===== config.mk =====
export PLATFORM = sky130hd
export DESIGN_NAME = seg_scan_decoder
export DESIGN_NICKNAME = d
export VERILOG_FILES = /design/src/rtl/seg_scan_pkg.sv /design/src/rtl/seg7_pattern_decode.sv /design/src/rtl/seg_scan_decoder.sv
export SDC_FILE = /design/constraint.sdc
export NUM_CORES = 1
export LEC_CHECK = 0
export CAP_MARGIN = 25
export CORE_MARGIN = 4
export CORE_UTILIZATION = 40
export DETAILED_ROUTE_END_ITERATION = 10
export GPL_TIMING_DRIVEN = 0
export MAX_ROUTING_LAYER = met4
export PLACE_DENSITY = 0.58
export SYNTH_ARGS = -nofsm -noshare
export SYNTH_HDL_FRONTEND = slang
export SYNTH_SLANG_ARGS = --single-unit
export TNS_END_PERCENT = 30

===== constraint.sdc =====
create_clock -name Clk -period 3.05 [get_ports Clk]
set_input_delay 0.61 -clock Clk [delete_from_list [all_inputs] [get_ports Clk]]
set_output_delay 0.61 -clock Clk [all_outputs]
set_load 0.1 [all_outputs]

===== src/rtl/seg_scan_pkg.sv =====
// seg_scan_pkg: shared definitions for the 7-segment scan receiver.
//   - Active-high segment patterns (g..a) for hex digits 0..F.
//   - Bit positions of the segment field and decimal point in SEG.
//   - FSM state type used by seg_scan_decoder.
//   - is_onehot(): single-bit test used on the normalised SEL sample.
package seg_scan_pkg;

    localparam int SEG_A  = 0;
    localparam int SEG_G  = 6;
    localparam int SEG_DP = 7;

    localparam logic [6:0] PAT_0 = 7'h3F;
    localparam logic [6:0] PAT_1 = 7'h06;
    localparam logic [6:0] PAT_2 = 7'h5B;
    localparam logic [6:0] PAT_3 = 7'h4F;
    localparam logic [6:0] PAT_4 = 7'h66;
    localparam logic [6:0] PAT_5 = 7'h6D;
    localparam logic [6:0] PAT_6 = 7'h7D;
    localparam logic [6:0] PAT_7 = 7'h07;
    localparam logic [6:0] PAT_8 = 7'h7F;
    localparam logic [6:0] PAT_9 = 7'h6F;
    localparam logic [6:0] PAT_A = 7'h77;
    localparam logic [6:0] PAT_B = 7'h7C;
    localparam logic [6:0] PAT_C = 7'h39;
    localparam logic [6:0] PAT_D = 7'h5E;
    localparam logic [6:0] PAT_E = 7'h79;
    localparam logic [6:0] PAT_F = 7'h71;

    typedef enum logic {
        WAIT_STABLE,
        CAPTURED
    } state_t;

    function automatic logic is_onehot(input logic [7:0] v);
        return (v != 8'd0) && ((v & (v - 8'd1)) == 8'd0);
    endfunction

endpackage


===== src/rtl/seg7_pattern_decode.sv =====
// seg7_pattern_decode: combinational decode of an active-high segment
// pattern (bit0=a .. bit6=g) into a hex nibble.
// Configuration macro: SEG_DECODE_HEX_EN -- when defined, A..F patterns are
// legal (10..15); otherwise only 0..9 are legal and A..F count as illegal.
// Ports:
//   pattern  in  7  active-high segments g..a
//   legal    out 1  pattern is a recognised digit
//   blank    out 1  pattern is all segments off
//   nibble   out 4  decoded value (0 when not legal)
module seg7_pattern_decode
    import seg_scan_pkg::*;
(
    input  logic [6:0] pattern,
    output logic       legal,
    output logic       blank,
    output logic [3:0] nibble
);

    always_comb begin
        // NOTE: every output gets a default before the case so no path can
        // leave one unassigned and infer a latch.
        legal  = 1'b1;
        blank  = 1'b0;
        nibble = 4'h0;
        case (pattern)
            PAT_0: nibble = 4'h0;
            PAT_1: nibble = 4'h1;
            PAT_2: nibble = 4'h2;
            PAT_3: nibble = 4'h3;
            PAT_4: nibble = 4'h4;
            PAT_5: nibble = 4'h5;
            PAT_6: nibble = 4'h6;
            PAT_7: nibble = 4'h7;
            PAT_8: nibble = 4'h8;
            PAT_9: nibble = 4'h9;
`ifdef SEG_DECODE_HEX_EN
            PAT_A: nibble = 4'hA;
            PAT_B: nibble = 4'hB;
            PAT_C: nibble = 4'hC;
            PAT_D: nibble = 4'hD;
            PAT_E: nibble = 4'hE;
            PAT_F: nibble = 4'hF;
`endif
            7'h00: begin
                legal = 1'b0;
                blank = 1'b1;
            end
            default: legal = 1'b0;
        endcase
    end

endmodule


===== src/rtl/seg_scan_decoder.sv =====
// seg_scan_decoder: receives a multiplexed 8-digit 7-segment scan (SEL/SEG),
// waits for each digit slot to be stable for SETTLE_CNT sampled cycles,
// captures it once per dwell and decodes it to a hex nibble per digit.
// Configuration macro: SEG_DECODE_HEX_EN (see seg7_pattern_decode).
// Ports:
//   Clk         in   1  system clock
//   Reset       in   1  synchronous, active-high reset
//   SEL         in   8  digit select, bit i = digit i
//   SEG         in   8  segments, bit0=a .. bit6=g, bit7=dp
//   Digits      out 32  Digits[4i+3:4i] = decoded digit i
//   Dp          out  8  decimal point per digit
//   Valid       out  8  digit i holds a legally decoded value
//   Blank       out  8  digit i last seen with all segments off
//   Frame_done  out  1  pulse: all 8 slots captured since last pulse
//   Err         out  1  pulse: illegal SEL or SEG pattern captured
module seg_scan_decoder
    import seg_scan_pkg::*;
#(
    parameter int SETTLE_CNT     = 50,
    parameter bit SEL_ACTIVE_LOW = 1'b1,
    parameter bit SEG_ACTIVE_LOW = 1'b1,
    parameter int CNT_W          = 16
) (
    input  logic        Clk,
    input  logic        Reset,
    input  logic [7:0]  SEL,
    input  logic [7:0]  SEG,
    output logic [31:0] Digits,
    output logic [7:0]  Dp,
    output logic [7:0]  Valid,
    output logic [7:0]  Blank,
    output logic        Frame_done,
    output logic        Err
);

    localparam logic [CNT_W-1:0] CNT_MAX = CNT_W'(SETTLE_CNT - 1);
    // Capture fires on the edge where the counter steps onto CNT_MAX, which
    // puts the outputs SETTLE_CNT+1 clocks after the last input change.
    localparam logic [CNT_W-1:0] CNT_ARM = CNT_W'(SETTLE_CNT - 2);

    logic [7:0]       sel_norm, seg_norm;
    logic [7:0]       sel_q, seg_q, sel_prev, seg_prev;
    logic [CNT_W-1:0] cnt_q;
    logic [7:0]       seen;
    state_t           state;

    logic             sample_same;
    logic             capture;
    logic [2:0]       slot;
    logic             pat_legal, pat_blank;
    logic [3:0]       pat_nibble;

    // Everything downstream of this point works in active-high terms.
    assign sel_norm = SEL_ACTIVE_LOW ? ~SEL : SEL;
    assign seg_norm = SEG_ACTIVE_LOW ? ~SEG : SEG;

    assign sample_same = (sel_q == sel_prev) && (seg_q == seg_prev);
    assign capture     = sample_same && (state == WAIT_STABLE) && (cnt_q == CNT_ARM);

    always_comb begin
        slot = 3'd0;
        for (int i = 0; i < 8; i++) begin
            if (sel_q[i]) slot = 3'(i);
        end
    end

    seg7_pattern_decode u_decode (
        .pattern (seg_q[SEG_G:SEG_A]),
        .legal   (pat_legal),
        .blank   (pat_blank),
        .nibble  (pat_nibble)
    );

    // NOTE: all state below uses non-blocking assignments so every register
    // samples pre-edge values, independent of statement order.
    always_ff @(posedge Clk) begin
        if (Reset) begin
            sel_q      <= 8'd0;
            seg_q      <= 8'd0;
            sel_prev   <= 8'd0;
            seg_prev   <= 8'd0;
            cnt_q      <= '0;
            seen       <= 8'd0;
            state      <= WAIT_STABLE;
            Digits     <= 32'd0;
            Dp         <= 8'd0;
            Valid      <= 8'd0;
            Blank      <= 8'd0;
            Frame_done <= 1'b0;
            Err        <= 1'b0;
        end else begin
            sel_q      <= sel_norm;
            seg_q      <= seg_norm;
            sel_prev   <= sel_q;
            seg_prev   <= seg_q;
            Frame_done <= 1'b0;
            Err        <= 1'b0;

            if (!sample_same)
                cnt_q <= '0;
            else if (cnt_q != CNT_MAX)
                cnt_q <= cnt_q + CNT_W'(1);

            case (state)
                WAIT_STABLE: begin
                    // All-zero SEL is inter-digit blanking: keep waiting.
                    if (capture && (sel_q != 8'd0)) begin
                        state <= CAPTURED;
                        if (is_onehot(sel_q)) begin
                            Dp[slot] <= seg_q[SEG_DP];
                            if (pat_legal) begin
                                Digits[{slot, 2'b00} +: 4] <= pat_nibble;
                                Valid[slot] <= 1'b1;
                                Blank[slot] <= 1'b0;
                            end else if (pat_blank) begin
                                Valid[slot] <= 1'b0;
                                Blank[slot] <= 1'b1;
                            end else begin
                                // Lit but unrecognised: not blank either.
                                Valid[slot] <= 1'b0;
                                Blank[slot] <= 1'b0;
                                Err         <= 1'b1;
                            end
                            // Erroneous slots still count towards the frame.
                            if ((seen | sel_q) == 8'hFF) begin
                                seen       <= 8'd0;
                                Frame_done <= 1'b1;
                            end else begin
                                seen <= seen | sel_q;
                            end
                        end else begin
                            Err <= 1'b1;
                        end
                    end
                end
                CAPTURED: begin
                    if (!sample_same) state <= WAIT_STABLE;
                end
                default: state <= WAIT_STABLE;
            endcase
        end
    end

endmodule

==> impl_metrics.env, run 1 <==
export IMPL_drt_iter0_drc=202
export IMPL_p_leak_nw=2.55
export IMPL_antenna_found_initial=0
export IMPL_placed_area_um2=6010
export IMPL_htree_levels=4
export IMPL_dp_hpwl_um=8810
export IMPL_vdd_drop_max_v=0.000260
export IMPL_crit_start="cnt_q[6]$_SDFFE_PP0P_"
export IMPL_post_synth_num_cell_types=52
export IMPL_grt_pass1_wl_um=20100
export IMPL_rsz0062_at_grt="no"
export IMPL_fp_row_count=40
export IMPL_cts_buffers=17
export IMPL_fin_crit_ns=2.96
export IMPL_die_w_um=120
export IMPL_cts_path_max_buffers=2
export IMPL_nNetsFinal=641
export IMPL_wl_per_cell_um=15.4
export IMPL_vias=3977
export IMPL_gp_congestion=0.792
export IMPL_coreArea_um2=12200
export IMPL_die_y_um=120
export IMPL_dr_pass1_iters=4
export IMPL_start_util_pct=41.4
export IMPL_cts_sinks=115
export IMPL_worstPathArrival_ns=3.24
export IMPL_r2r_start="cnt_q[6]$_SDFFE_PP0P_"
export IMPL_overflow=0
export IMPL_tightest_slew_ns=1.05
export IMPL_numPortBuffers=75
export IMPL_grt_total_usage_pct=18.1
export IMPL_synthArstFlopShare_pct=0
export IMPL_fillers=1109
export IMPL_synth_top_area_share_pct=45.7
export IMPL_maxSlewViolCount=0
export IMPL_cts_tree="done"
export IMPL_multiInputGateArea_um2=2580
export IMPL_area_growth_pct=32.1
export IMPL_synth_most_common_cell="dfxtp_1"
export IMPL_drt_total_wl_um=12300
export IMPL_post_route_util_pct=54.7
export IMPL_synth_seq_cells=115
export IMPL_antenna_cells=0
export IMPL_worstHoldStart="seen[1]$_SDFFE_PP0P_"
export IMPL_outcome="finished, final reports clean"
export IMPL_skew_ns=0.0141
export IMPL_synth_edff_count=0
export IMPL_finalCritPeriodShare_pct=97.1
export IMPL_total_power_mw=3.73
export IMPL_ys_warn_count=0
export IMPL_min_path_type="flip-flop to flip-flop"
export IMPL_fmax_mhz=338
export IMPL_post_drt_via_cell_ratio=4.98
export IMPL_regArea_um2=2300
export IMPL_worstSkewPairLatency_ns=0.42
export IMPL_setup_viol=0
export IMPL_maxSlewHeadroom_pct=29.5
export IMPL_synth_top_area_cell="dfxtp_1"
export IMPL_dp_cells=765
export IMPL_cts_root_buffer="clkbuf_16"
export IMPL_path_class="flip-flop to flip-flop"
export IMPL_yosys_top_cells_count="dfxtp_1 (115), nor2_1 (55), nand2b_1 (44)"
export IMPL_critPathRequiredTime_ns=3.33
export IMPL_dieArea_um2=14500
export IMPL_instances_no_fill=798
export IMPL_p_per_area_nw_per_um2=561
export IMPL_hold_viol=0
export IMPL_worst_slack_ns=0.0899
export IMPL_cp_max_fo=7
export IMPL_syn_cell_area_um2=5040
export IMPL_synth_fp_nets=546
export IMPL_syn_inst=522
export IMPL_grt_pass1_vias=3987
export IMPL_grt_max_degree=17
export IMPL_antenna_left=0
export IMPL_drive_gt1_share_pct=11.0
export IMPL_avgSynthCellArea_um2=9.65
export IMPL_num_io_pins=76
export IMPL_synth_area_top_cells="dfxtp_1 (46%), mux2i_1 (7.5%), nand2b_1 (5.5%)"
export IMPL_dp_slack_ns=-0.296
export IMPL_finalInstanceArea_um2=6660
export IMPL_drc=0
export IMPL_maxCapViolCount=0
export IMPL_ys_flop_type="dfxtp_1"
export IMPL_cp_start_kind="flip-flop"
export IMPL_path_clk_slew_ns=0.05
export IMPL_synth_seq_area_share_pct=45.7
export IMPL_cp_end_kind="flip-flop"
[critical path: stages (launching register included)]
cell	delay (ns)
dfxtp_1	0.35
or4_4	0.55
or4_4	0.60
nor3_4	0.30
nand4_4	0.20
or4_4	0.57
buf_6	0.15
mux2i_1	0.11
[through the flow]
step / setup TNS [ns] / hold WS (ns)
2_1_floorplan: 0 / 0.441
3_5_place_dp: -5.70 / 0.455
3_3_place_gp: -3.65 / 0.449
5_1_grt: 0 / 0.503
4_1_cts: 0 / 0.468
6_report: 0 / 0.467
[cell usage in the layout (no fill, tap or decap), drive strengths merged, types with 5 or more instances in the layout]
master	count
xnor2	22
buf	9
nand3	11
nor2b	26
nor2	55
a21oi	17
clkinv	6
dfxtp	115
or4	9
nand2b	44
xor2	11
nand2	20
a311oi	5
o21ai	6
and3	7
mux2i	38
nand4	10
nor4	13
clkbuf	50
ha	6
o21ba	6
a21boi	6
inv	8
nor3	9
clkdlybuf4s50	75
[path summary, 6_finish.rpt]
kind                             end  slack [ns]  depth (start not counted)
min reg2reg     seen[1]$_SDFFE_PP0P_        0.47                          1
max reg2reg  Digits[24]$_SDFFE_PP0P_        0.09                          7
max          Digits[24]$_SDFFE_PP0P_        0.09                          7
min             seen[1]$_SDFFE_PP0P_        0.47                          1
[repair_timing]
action	4_1_cts	5_1_grt
pin swaps	0	4
resized for setup	6	17
endpoints found under the setup margin	32	50
hold buffers	0	0
buffers inserted	0	5
endpoints found under the hold margin	0	0
[final cells by class]
type	count	share of cell area, %
plain buffers	33	2.41
well taps	168	3.16
clock buffers	21	6.77
multi-input cells	362	38.7
repair buffers	80	11.8
clock inverters	11	2.03
flip-flops and latches	115	34.6
inverters	8	0.451
[power breakdown]
group | total (mW) | switching, mW | internal (mW) | leakage [nW]
Combinational | 0.221 | 0.129 | 0.0921 | 1.33
Clock | 1.97 | 0.676 | 1.29 | 0.286
Sequential | 1.54 | 0.0185 | 1.52 | 0.933
Total | 3.73 | 0.823 | 2.91 | 2.55
[kinds of logic after synthesis]
family / count (synthesis) / share of synthesized area, %
AOI/OAI and AO/OA: 62 / 8.71
xor gates and xnor gates: 33 / 5.73
adders and majority gates: 6 / 1.49
buffers and inverters: 45 / 3.72
DFF: 115 / 45.7
muxes: 41 / 8.22
and+or+nand+nor: 220 / 26.4
[per-layer routing]
metal / wire, um / GRT usage [%]
met1: 5890 / 23.4
met2: 5620 / 27.3
met3: 604 / 4.21
met4: 189 / 7.72
met5: 0 / -
Note: power is estimated with default switching activity, not from simulation.
==> run 2, diff against run 1 <==
--- a/config.mk
+++ b/config.mk
@@ -8,11 +8,14 @@
 export CAP_MARGIN = 25
 export CORE_MARGIN = 4
 export CORE_UTILIZATION = 40
+export CTS_BUF_LIST = sky130_fd_sc_hd__clkbuf_8
 export DETAILED_ROUTE_END_ITERATION = 10
 export GPL_TIMING_DRIVEN = 0
+export HOLD_SLACK_MARGIN = 0.03
 export MAX_ROUTING_LAYER = met4
 export PLACE_DENSITY = 0.58
 export SYNTH_ARGS = -nofsm -noshare
 export SYNTH_HDL_FRONTEND = slang
+export SYNTH_HIERARCHICAL = 1
 export SYNTH_SLANG_ARGS = --single-unit
 export TNS_END_PERCENT = 30
==> impl_metrics.env, run 2 <==
export IMPL_grt_pass1_wl_um=19200
export IMPL_synth_top_area_share_pct=47.1
export IMPL_clockPowerShare_pct=40.8
export IMPL_nNetsFinal=630
export IMPL_antenna_cells=0
export IMPL_fillers=1118
export IMPL_synth_area_top_cells="dfxtp_1 (47%), mux2i_1 (8.6%), nor2_1 (7.1%)"
export IMPL_layout_common_cells="dfxtp_1 (115), nor2_1 (92), clkdlybuf4s50_1 (75)"
export IMPL_syn_cell_area_um2=4880
export IMPL_area_growth_pct=27.2
export IMPL_dp_cells=729
export IMPL_cts_buffers=17
export IMPL_setup_viol=0
export IMPL_finalCritPeriodShare_pct=92.8
export IMPL_synth_seq_area_share_pct=47.1
export IMPL_htree_levels=4
export IMPL_path_clk_slew_ns=0.06
export IMPL_final_common_cell="dfxtp_1"
export IMPL_rsz0062_at_grt="no"
export IMPL_post_synth_num_cell_types=54
export IMPL_synthSimpleGateAreaFrac_pct=24.7
export IMPL_p_int_mw=2.27
export IMPL_hold_buffers=0
export IMPL_finalInstanceArea_um2=6210
export IMPL_syn_inst=507
export IMPL_crit_start="sel_q[1]$_SDFF_PP0_"
export IMPL_cts_path_max_buffers=2
export IMPL_drive_gt1_share_pct=10.4
export IMPL_cts_sinks=115
export IMPL_hold_slack_ns=0.458
export IMPL_ys_warn_count=6
export IMPL_p_per_area_nw_per_um2=481
export IMPL_synthXorXnorAreaFrac_pct=5.56
export IMPL_maxCapViolCount=0
export IMPL_worstPathArrival_ns=3.14
export IMPL_wl_per_cell_um=15.0
export IMPL_yosys_top_cells_count="dfxtp_1 (115), nor2_1 (92), mux2i_1 (42)"
export IMPL_synth_top_area_cell="dfxtp_1"
export IMPL_cp_max_fo=9
export IMPL_path_class="flip-flop to flip-flop"
export IMPL_avgSynthCellArea_um2=9.63
export IMPL_swShare_pct=24.1
export IMPL_drt_iter0_drc=230
export IMPL_placed_area_um2=5820
export IMPL_synth_fp_nets=531
export IMPL_ys_flop_type="dfxtp_1"
export IMPL_synth_compound_area_share_pct=7.30
export IMPL_dp_hpwl_um=8230
export IMPL_cts_tree="done"
export IMPL_hold_viol=0
export IMPL_drt_total_wl_um=11500
export IMPL_antenna_found_initial=0
export IMPL_p_seq_share_pct=51.5
export IMPL_vdd_drop_max_v=0.000276
export IMPL_die_y_um=118
export IMPL_numPortBuffers=75
export IMPL_hold_depth=2
export IMPL_whs_endpoint="seen[1]$_SDFFE_PP0P_"
export IMPL_fin_crit_ns=2.83
export IMPL_total_power_mw=2.99
export IMPL_overflow=0
export IMPL_critPathRequiredTime_ns=3.36
export IMPL_cts_root_buffer="clkbuf_8"
export IMPL_vias=3873
export IMPL_instances_no_fill=765
export IMPL_r2r_start="sel_q[1]$_SDFF_PP0_"
export IMPL_tightest_slew_ns=1.00
export IMPL_dr_pass1_iters=5
export IMPL_post_drt_via_cell_ratio=5.06
export IMPL_cp_start_kind="flip-flop"
export IMPL_die_w_um=118
export IMPL_outcome="finished, final reports clean"
export IMPL_power_frac_comb_pct=7.7
export IMPL_ff2ff_setup_slack_ns=0.22
export IMPL_synthArstFlopShare_pct=0
export IMPL_drc=0
export IMPL_rr_endpoint="Digits[19]$_SDFFE_PP0P_"
export IMPL_multiInputGateArea_um2=2360
export IMPL_synth_adder_area_share_pct=1.54
export IMPL_fin_tns_setup_ns=0
export IMPL_regArea_um2=2300
export IMPL_antenna_left=0
export IMPL_synth_edff_count=0
export IMPL_synth_most_common_cell="dfxtp_1"
export IMPL_grt_total_usage_pct=17.5
export IMPL_synth_top_family_by_area="simple AND/OR/NAND/NOR gates"
export IMPL_dieArea_um2=14000
export IMPL_worstSkewPairLatency_ns=0.43
export IMPL_grt_pass1_vias=3908
export IMPL_gp_congestion=0.854
export IMPL_num_io_pins=76
export IMPL_maxSlewHeadroom_pct=33.0
export IMPL_rr_worst_depth=11
export IMPL_fp_row_count=40
export IMPL_skew_ns=0.00712
export IMPL_cp_end_kind="flip-flop"
export IMPL_fmax_mhz=353
export IMPL_coreArea_um2=12000
export IMPL_p_leak_nw=2.55
export IMPL_min_path_type="flip-flop to flip-flop"
export IMPL_maxSlewViolCount=0
export IMPL_worstHoldStart="seen[1]$_SDFFE_PP0P_"
export IMPL_start_util_pct=40.8
export IMPL_grt_max_degree=17
export IMPL_power_switching_uw=718
export IMPL_muxShareOfSynthArea_pct=8.84
export IMPL_synth_seq_cells=115
-- run 2: changes by cell type after synthesis, moves of 6 or more --
cell      delta
o21ai_0     +12
a21oi_1      -8
a21boi_1     -6
a21boi_0     +7
nand2b_1    -39
nand3_1     +11
o21ba_1      -6
nor2b_1     -12
clkbuf_1    -20
nand4_4      +7
nor2_1      +37
nand4_1      +6
inv_1       +11
-- run 2: area by class of cell --
cell class,instances,area share (%)
well taps,147,2.96
flip-flops and latches,115,37.1
repair buffers,80,12.7
multi-input cells,344,38.0
plain buffers,29,2.70
clock buffers,19,4.21
inverters,19,1.15
clock inverters,12,1.25
-- run 2: worst max-delay path: stages (launching register included) --
cell,delay (ns)
dfxtp_1,0.30
buf_2,0.23
nor2b_1,0.16
o211ai_1,0.20
and2_1,0.23
ha_1,0.19
ha_1,0.32
nand2_1,0.06
nor3_1,0.34
nand4_1,0.36
mux2i_1,0.26
nor2_1,0.06
-- run 2: how the worst max path moves through the flow --
stage | to | slack [ns] | depth (start not counted)
3_5_place_dp | Digits[3]$_SDFFE_PP0P_ | -0.20 | 11
3_3_place_gp | Digits[0]$_SDFFE_PP0P_ | -0.13 | 11
2_1_floorplan | Digits[0]$_SDFFE_PP0P_ | 0.39 | 11
4_1_cts | Digits[31]$_SDFFE_PP0P_ | 0.02 | 11
5_1_grt | Digits[13]$_SDFFE_PP0P_ | 0.02 | 11
6_report | Digits[19]$_SDFFE_PP0P_ | 0.22 | 11
-- run 2: logic make-up (layout without fill, tap and decap cells) --
group / after synthesis / in the layout
xor gates and xnor gates: 31 / 31
AOI/OAI and AO/OA: 55 / 55
muxes: 43 / 43
buffers and inverters: 48 / 159
and+or+nand+nor: 209 / 209
adders and majority gates: 6 / 6
DFF: 115 / 115
-- run 2: stage by stage --
step	util, %	setup slack (ns)
2_1_floorplan	-	0.388
3_3_place_gp	48.6	-0.130
3_5_place_dp	48.6	-0.202
4_1_cts	51.6	0.0162
5_1_grt	51.9	0.0248
6_report	51.9	0.219
-- run 2: power groups by stage --
stage	registers (mW)	logic, mW	clock network, mW
floorplan	1.57	0.158	0
global placement	1.57	0.221	0
detailed placement	1.57	0.223	0
CTS	1.54	0.225	1.26
global route	1.54	0.252	1.32
finish	1.54	0.230	1.22
-- run 2: metal layers --
layer	vias to the layer above	global-route usage [%]	part of all wire [%]	wire, um
met1	1846	22.1	47	5460
met4	0	5.50	1.3	155
met5	-	-	0	0
met3	11	5.36	3.4	389
met2	73	27.0	48	5490
li1	1943	-	-	-
-- run 2: what timing repair did --
item,CTS,global route
pin swaps,1,3
gates resized for setup,1,2
setup endpoints to repair,8,31
setup buffers,1,4
==> run 3, diff against run 2 <==
--- a/config.mk
+++ b/config.mk
@@ -6,7 +6,7 @@
 export NUM_CORES = 1
 export LEC_CHECK = 0
 export CAP_MARGIN = 25
-export CORE_MARGIN = 4
+export CORE_MARGIN = 2
 export CORE_UTILIZATION = 40
 export CTS_BUF_LIST = sky130_fd_sc_hd__clkbuf_8
 export DETAILED_ROUTE_END_ITERATION = 10
==> impl_metrics.env, run 3 (synthesis gave the netlist of run 2 again) <==
export IMPL_finalInstanceArea_um2=6310
export IMPL_hold_buffers=0
export IMPL_cts_tree="done"
export IMPL_post_drt_via_cell_ratio=5.02
export IMPL_hold_viol=0
export IMPL_vdd_drop_max_v=0.000292
export IMPL_tightest_slew_ns=1.00
export IMPL_dp_hpwl_um=8180
export IMPL_instances_no_fill=763
export IMPL_worst_slack_ns=0.210
export IMPL_skew_ns=0.00872
export IMPL_p_per_area_nw_per_um2=538
export IMPL_path_clk_slew_ns=0.07
export IMPL_die_w_um=114
export IMPL_cts_root_buffer="clkbuf_8"
export IMPL_grt_max_degree=17
export IMPL_dp_slack_ns=-0.212
export IMPL_cts_path_max_buffers=2
export IMPL_min_path_type="flip-flop to flip-flop"
export IMPL_die_y_um=114
export IMPL_dieArea_um2=13100
export IMPL_drt_total_wl_um=11400
export IMPL_swShare_pct=22.3
export IMPL_fp_row_count=40
export IMPL_path_class="flip-flop to flip-flop"
export IMPL_htree_levels=4
export IMPL_nNetsFinal=627
export IMPL_worstPathArrival_ns=3.14
export IMPL_maxCapViolCount=0
export IMPL_wl_per_cell_um=15.0
export IMPL_cp_max_fo=9
export IMPL_coreArea_um2=12000
export IMPL_dr_pass1_iters=4
export IMPL_finalCritPeriodShare_pct=93.1
export IMPL_area_growth_pct=29.2
export IMPL_p_seq_share_pct=45.3
export IMPL_maxSlewViolCount=0
export IMPL_gp_congestion=0.839
export IMPL_power_switching_uw=756
export IMPL_fmax_mhz=352
export IMPL_antenna_cells=0
export IMPL_dp_cells=729
export IMPL_critPathRequiredTime_ns=3.35
export IMPL_final_common_cell="dfxtp_1"
export IMPL_p_int_mw=2.64
export IMPL_antenna_found_initial=0
export IMPL_drt_iter0_drc=224
export IMPL_num_io_pins=76
export IMPL_fillers=1094
export IMPL_vias=3828
export IMPL_overflow=0
export IMPL_layout_common_cells="dfxtp_1 (115), nor2_1 (92), clkdlybuf4s50_1 (75)"
export IMPL_fin_tns_setup_ns=0
export IMPL_setup_viol=0
export IMPL_drive_gt1_share_pct=10.7
export IMPL_antenna_left=0
export IMPL_cts_sinks=115
export IMPL_outcome="finished, final reports clean"
export IMPL_drc=0
export IMPL_grt_total_usage_pct=18.8
export IMPL_placed_area_um2=5820
export IMPL_power_frac_comb_pct=6.7
export IMPL_numPortBuffers=75
export IMPL_clockPowerShare_pct=48.0
export IMPL_cts_buffers=17
export IMPL_p_leak_nw=2.58
export IMPL_worstSkewPairLatency_ns=0.43
export IMPL_rsz0062_at_grt="yes"
export IMPL_cp_start_kind="flip-flop"
export IMPL_fin_crit_ns=2.84
export IMPL_cp_end_kind="flip-flop"
export IMPL_grt_pass1_wl_um=18700
export IMPL_grt_pass1_vias=3738
export IMPL_post_route_util_pct=52.8
export IMPL_start_util_pct=40.8
export IMPL_maxSlewHeadroom_pct=32.9
[run 3: cell types whose count changed in the layout (fill, tap and decap cells not counted)]
cell / change
bufinv_16: +4
inv_1: -4
buf_4: -3
clkbuf_8: +1
clkinv_2: -1
clkinvlp_4: +1
[run 3: area by class of cell]
type / instances / area, um2 / share of cell area [%]
clock inverters: 12 / 185 / 2.93
flip-flops and latches: 115 / 2300 / 36.5
well taps: 147 / 184 / 2.91
inverters: 19 / 71.3 / 1.13
repair buffers: 77 / 766 / 12.1
plain buffers: 29 / 168 / 2.66
multi-input cells: 344 / 2360 / 37.4
clock buffers: 20 / 275 / 4.36
[run 3: what timing repair did]
item,4_1_cts,5_1_grt
setup buffers,1,1
setup endpoints to repair,8,9
resized for setup,2,1
pin swaps,1,1
[run 3: worst max-delay path, stage by stage (launching register included)]
cell      delay (ns)
dfxtp_1         0.30
buf_2           0.25
inv_1           0.15
a21oi_4         0.25
and2_1          0.21
ha_1            0.16
ha_1            0.26
nand2b_1        0.19
nor3_2          0.29
nand4_1         0.34
mux2i_1         0.26
nor2_1          0.06
[run 3: path summary, 6_finish.rpt]
path / from / endpoint / slack [ns] / depth (start not counted)
worst max-delay path: sel_q[6]$_SDFF_PP0_ / Digits[31]$_SDFFE_PP0P_ / 0.21 / 11
worst min register to register: seen[2]$_SDFFE_PP0P_ / seen[2]$_SDFFE_PP0P_ / 0.46 / 2
worst max register to register: sel_q[6]$_SDFF_PP0_ / Digits[31]$_SDFFE_PP0P_ / 0.21 / 11
worst min-delay path: seen[2]$_SDFFE_PP0P_ / seen[2]$_SDFFE_PP0P_ / 0.46 / 2
[run 3: metrics by stage]
step | hold slack, ns | power [mW]
after floorplan | 0.435 | 1.72
after global placement | 0.445 | 1.79
after detailed placement | 0.451 | 1.79
after CTS | 0.460 | 3.44
after global routing | 0.478 | 3.53
final | 0.460 | 3.39
[run 3: per-layer routing]
layer	routed length (um)	vias to the layer above	share of wire, %	track usage, %
met5	0	-	0	-
met4	233	0	2.0	8.21
met3	514	20	4.5	6.19
met2	5360	89	47	28.5
met1	5330	1782	47	22.8
li1	-	1937	-	-
[run 3: power groups by stage]
stage,sequential (mW),clock [mW],combinational (mW)
2_1_floorplan,1.57,0,0.158
3_3_place_gp,1.57,0,0.220
3_5_place_dp,1.57,0,0.223
4_1_cts,1.54,1.67,0.227
5_1_grt,1.54,1.75,0.249
6_report,1.54,1.63,0.228
